**src/rtl/word_blinker.sv**
```systemverilog
// Frame-synchronous blink gate for a word overlay layer: ON/OFF periods counted in frames.
// Latency: drawWordOut/RGBWordOut/done are registered (1 cycle); busy is combinational from state.
// Backpressure: none; every input is a single-cycle pulse or a per-pixel level, and the block never stalls.
package word_blinker_defs_pkg;
    localparam logic [7:0] COLOR_TRANSPARENT = 8'hFF;
endpackage

module word_blinker
    import word_blinker_defs_pkg::*;
#(
    parameter int unsigned ON_FRAMES   = 30,
    parameter int unsigned OFF_FRAMES  = 15,
    parameter int unsigned BLINK_COUNT = 5
) (
    input  logic       clk,
    input  logic       reset,
    input  logic       startOfFrame,
    input  logic       trigger,
    input  logic       stop,
    input  logic       drawWord,
    input  logic [7:0] RGBWord,
    output logic       drawWordOut,
    output logic [7:0] RGBWordOut,
    output logic       busy,
    output logic       done
);

    typedef enum logic [1:0] {
        S_IDLE = 2'd0,
        S_ARM  = 2'd1,
        S_ON   = 2'd2,
        S_OFF  = 2'd3
    } state_t;

    localparam logic [7:0] ON_LAST    = 8'(ON_FRAMES - 1);
    localparam logic [7:0] OFF_LAST   = 8'(OFF_FRAMES - 1);
    localparam logic [3:0] BLINK_LAST = 4'(BLINK_COUNT - 1);
    localparam bit         FINITE     = (BLINK_COUNT != 0);

    state_t     state, state_nxt;
    logic [7:0] frame_cnt, frame_nxt;
    logic [3:0] blink_cnt, blink_nxt;
    logic       done_nxt;
    logic       gate;

    always_ff @(posedge clk) begin
        if (reset) begin
            state       <= S_IDLE;
            frame_cnt   <= 8'd0;
            blink_cnt   <= 4'd0;
            done        <= 1'b0;
            drawWordOut <= 1'b0;
            RGBWordOut  <= COLOR_TRANSPARENT;
        end else begin
            state       <= state_nxt;
            frame_cnt   <= frame_nxt;
            blink_cnt   <= blink_nxt;
            done        <= done_nxt;
            drawWordOut <= gate;
            RGBWordOut  <= gate ? RGBWord : COLOR_TRANSPARENT;
        end
    end

    always_comb begin
        state_nxt = state;
        frame_nxt = frame_cnt;
        blink_nxt = blink_cnt;
        done_nxt  = 1'b0;
        case (state)
            S_IDLE: begin
                // stop alongside trigger cancels the request
                if (trigger && !stop) begin
                    state_nxt = S_ARM;
                end
            end
            S_ARM: begin
                if (stop) begin
                    state_nxt = S_IDLE;
                    frame_nxt = 8'd0;
                    blink_nxt = 4'd0;
                end else if (startOfFrame) begin
                    state_nxt = S_ON;
                    frame_nxt = 8'd0;
                    blink_nxt = 4'd0;
                end
            end
            S_ON: begin
                if (stop) begin
                    state_nxt = S_IDLE;
                    frame_nxt = 8'd0;
                    blink_nxt = 4'd0;
                end else if (startOfFrame) begin
                    if (frame_cnt == ON_LAST) begin
                        state_nxt = S_OFF;
                        frame_nxt = 8'd0;
                    end else begin
                        frame_nxt = frame_cnt + 8'd1;
                    end
                end
            end
            S_OFF: begin
                if (stop) begin
                    state_nxt = S_IDLE;
                    frame_nxt = 8'd0;
                    blink_nxt = 4'd0;
                end else if (startOfFrame) begin
                    if (frame_cnt == OFF_LAST) begin
                        frame_nxt = 8'd0;
                        if (FINITE && blink_cnt == BLINK_LAST) begin
                            state_nxt = S_IDLE;
                            blink_nxt = 4'd0;
                            done_nxt  = 1'b1;
                        end else begin
                            state_nxt = S_ON;
                            blink_nxt = FINITE ? blink_cnt + 4'd1 : 4'd0;
                        end
                    end else begin
                        frame_nxt = frame_cnt + 8'd1;
                    end
                end
            end
            default: begin
                state_nxt = S_IDLE;
                frame_nxt = 8'd0;
                blink_nxt = 4'd0;
            end
        endcase
    end

    assign gate = drawWord && (state == S_ON);
    assign busy = (state != S_IDLE);

endmodule

```
**config.mk**
```make
export PLATFORM = sky130hd
export DESIGN_NAME = word_blinker
export DESIGN_NICKNAME = d
export VERILOG_FILES = /design/src/rtl/word_blinker.sv
export SDC_FILE = /design/constraint.sdc
export NUM_CORES = 1
export LEC_CHECK = 0
export ABC_CLOCK_PERIOD_IN_PS = 2490
export CAP_MARGIN = 20
export CORE_MARGIN = 8
export CORE_UTILIZATION = 40
export CTS_BUF_LIST = sky130_fd_sc_hd__clkbuf_8
export CTS_CLUSTER_DIAMETER = 200
export DETAILED_ROUTE_END_ITERATION = 8
export MAX_ROUTING_LAYER = met4
export SLEW_MARGIN = 20
export SYNTH_ARGS = -nofsm -noshare
export SYNTH_HDL_FRONTEND = slang
export SYNTH_SLANG_ARGS = --single-unit
```
**constraint.sdc**
```tcl
create_clock -name clk -period 2.49 [get_ports clk]
set_input_delay 0.498 -clock clk [delete_from_list [all_inputs] [get_ports clk]]
set_output_delay 0.498 -clock clk [all_outputs]
set_load 0.01 [all_outputs]
```
==> impl_metrics.json <==
{
  "end_kind": "output pin",
  "powerDensity_nw_per_um2": 525.9,
  "synthCells": 129,
  "cts.clk_slew.worst_paths_ps": 90,
  "required_ps": 1990,
  "r2r_slack_ps": 850,
  "status": "complete, no violations",
  "min_path_type": "register to register",
  "num_antenna_cells": 0,
  "cts_buffer_depth": 2,
  "synth_edf_count": 0,
  "r2r_end": "state[1]$_SDFFE_PP0P_",
  "initial_core_util": 0.4101,
  "ctsResizeCount": 0,
  "areaGrowthSynthToFinish_pct": 27.46,
  "crit_type": "register to output pin",
  "grt_pass1_wl_mm": 4.554,
  "gp_congestion": 0.8871,
  "fin_skew_ps": 5.543,
  "die-area_um2": 5077,
  "viasPerCell": 5.396,
  "antenna_found_initial": 0,
  "synth_ff_type": "dfxtp_1",
  "ys_types": 42,
  "synth_nets": 148,
  "netlist_area_um2": 1221,
  "hpwlAfterDp_mm": 2.030,
  "worstPathArrival_ps": 1550,
  "async_flop_share": 0,
  "rsz0062_at_grt": "no",
  "root_buffer": "clkbuf_8",
  "crit_path_start": "state[0]$_SDFFE_PP0P_",
  "vias": 1009,
  "setup_tns_ps": 0,
  "setup_violations": 0,
  "cp_max_fo": 11,
  "die_y_um": 71.26,
  "io_buffers": 24,
  "tightestPinTransition_ps": 513.1,
  "core-area_um2": 2978,
  "cts_buffers": 3,
  "drc": 0,
  "period_needed_ps": 2048,
  "die_w_um": 71.26,
  "first_global_vias": 996,
  "report.final.slew_viol_count": 0,
  "drtIter0Drc": 43,
  "clk-insertion-delay-late_ps": 260,
  "ant_nets": 0,
  "drtPass1Iterations": 4,
  "cts_tree": "built",
  "row_count": 20,
  "worst_ir_drop_vdd_mv": 0.3322,
  "grt-ovfl-total": 0,
  "yosysWarnings": 0,
  "ctsHoldBuffers": 0,
  "hold_slack_ps": 499.7,
  "grt_max_degree": 15,
  "reg2regPathDepth": 5,
  "cts.sinks": 24,
  "max_cap_viol_count": 0,
  "ys_ff_latch": 24,
  "cts_setup_buffers": 0,
  "worstReg2RegStart": "frame_cnt[0]$_SDFFE_PP0P_",
  "worstSetupEndpoint": "busy",
  "htree_levels": 1,
  "timing.final.crit_share": 0.8224,
  "ys_seq_area_frac": 0.3934,
  "final_hold_viol_count": 0,
  "grt_usage": 0.1113,
  "routed_wl_mm": 2.596,
  "final_nets": 174,
  "slew_headroom": 0.6565,
  "leakagePower_nw": 0.5115,
  "cp-start-kind": "register",
  "fmax_mhz": 488.4,
  "syn_avg_cell_area_um2": 9.466,
  "fill_cells": 295,
  "drive_gt1_frac": 0.1169,
  "io_pins": 25,
  "routedWlPerCell_um": 13.88
}
[routing by layer]
layer  global-route usage  vias to the layer above  wire, µm
met5                    -                        -         0
met4              0.02771                        0        16
met3              0.03068                        2        90
met2               0.1908                       16      1329
met1               0.1243                      480      1160
li1                     -                      511         -
[sequential cells by signal (all words and copies together) (netlist names)]
register / count
RGBWordOut: 8
blink_cnt: 4
done: 1
drawWordOut: 1
frame_cnt: 8
state: 2
[cell type report]
class / count / area, µm² / share of cell area
well taps: 33 / 41.29 / 0.02653
multi-input cells: 91 / 681.9 / 0.4381
flip-flops and latches: 24 / 480.5 / 0.3087
inverters: 11 / 41.29 / 0.02653
clock buffers: 3 / 41.29 / 0.02653
clock inverters: 1 / 30.03 / 0.01929
repair buffers: 24 / 240.2 / 0.1543
[worst min-delay path by stage]
stage / start / to / slack [ps] / cells after the start
2_1_floorplan: blink_cnt[2]$_SDFFE_PP0P_ / blink_cnt[2]$_SDFFE_PP0P_ / 450 / 1
3_3_place_gp: blink_cnt[2]$_SDFFE_PP0P_ / blink_cnt[2]$_SDFFE_PP0P_ / 480 / 1
3_5_place_dp: blink_cnt[2]$_SDFFE_PP0P_ / blink_cnt[2]$_SDFFE_PP0P_ / 490 / 1
4_1_cts: blink_cnt[2]$_SDFFE_PP0P_ / blink_cnt[2]$_SDFFE_PP0P_ / 510 / 1
5_1_grt: blink_cnt[2]$_SDFFE_PP0P_ / blink_cnt[2]$_SDFFE_PP0P_ / 550 / 1
6_report: blink_cnt[2]$_SDFFE_PP0P_ / blink_cnt[2]$_SDFFE_PP0P_ / 500 / 1
[critical path, stage by stage, from the launching register on]
cell and delay, ps:
dfxtp_1 560, or2_2 190, clkdlybuf4s50_1 530
[cell usage after synthesis, types with 2 or more instances]
| library cell | n | area [µm²] |
|---|---|---|
| a31oi_1 | 4 | 25.02 |
| nor3_1 | 2 | 10.01 |
| buf_2 | 2 | 10.01 |
| nand3_1 | 5 | 25.02 |
| nand2b_1 | 12 | 75.07 |
| inv_1 | 10 | 37.54 |
| o21ai_1 | 5 | 25.02 |
| ha_1 | 5 | 62.56 |
| dfxtp_1 | 24 | 480.5 |
| nand2_1 | 12 | 45.04 |
| or3_1 | 2 | 12.51 |
| o21ai_0 | 3 | 15.01 |
| nor3b_2 | 2 | 25.02 |
| nor4b_4 | 2 | 47.55 |
| nand3b_1 | 5 | 37.54 |
| nor2_1 | 4 | 15.01 |
| o22ai_1 | 5 | 31.28 |
[layout by cell type (no fill, tap or decap), drive strengths merged, types with 2 or more instances in the layout]
cell / netlist / routed
clkbuf: 0 / 3
o21ai: 8 / 8
nand3b: 5 / 5
nor2: 5 / 5
nor4b: 2 / 2
a211oi: 2 / 2
clkdlybuf4s50: 0 / 24
nor3b: 2 / 2
nor3: 2 / 2
inv: 11 / 11
nand2b: 12 / 12
a31oi: 4 / 4
or3: 2 / 2
dfxtp: 24 / 24
nand3: 6 / 6
o22ai: 5 / 5
nand2: 12 / 12
ha: 5 / 5
o22a: 2 / 2
or2: 2 / 2
[cells by family (layout without fill, tap and decap cells)]
logic type	count (synthesis)	count (layout)	synth area share
xor+xnor	1	1	0.007173
buf+inv	14	39	0.04816
compound gates	28	28	0.1680
simple gates	56	56	0.3238
fa+ha+maj	5	5	0.05123
flops	24	24	0.3934
mux	1	1	0.008197
[metrics by stage]
stage | worst slack [ps] | cells | instance area [µm²] | total power [mW] | util
6_report | 442.3 | 187 | 1556 | 0.8186 | 0.5227
5_1_grt | 375.1 | 187 | 1556 | 0.8593 | 0.5227
4_1_cts | 434.7 | 187 | 1556 | 0.8290 | 0.5227
3_5_place_dp | 356.9 | 183 | 1485 | 0.4897 | 0.4987
3_3_place_gp | 415.3 | 183 | 1485 | 0.4890 | 0.4987
2_1_floorplan | 1005 | 129 | 1221 | 0.4550 | -
[report_power, final]
group,internal [mW],switching [mW],leakage (nW)
Clock,0.215,0.124,0.0357
Combinational,0.0459,0.0370,0.282
Sequential,0.388,0.00932,0.194
Total,0.648,0.170,0.511
Power figures use the tool's default switching activity.
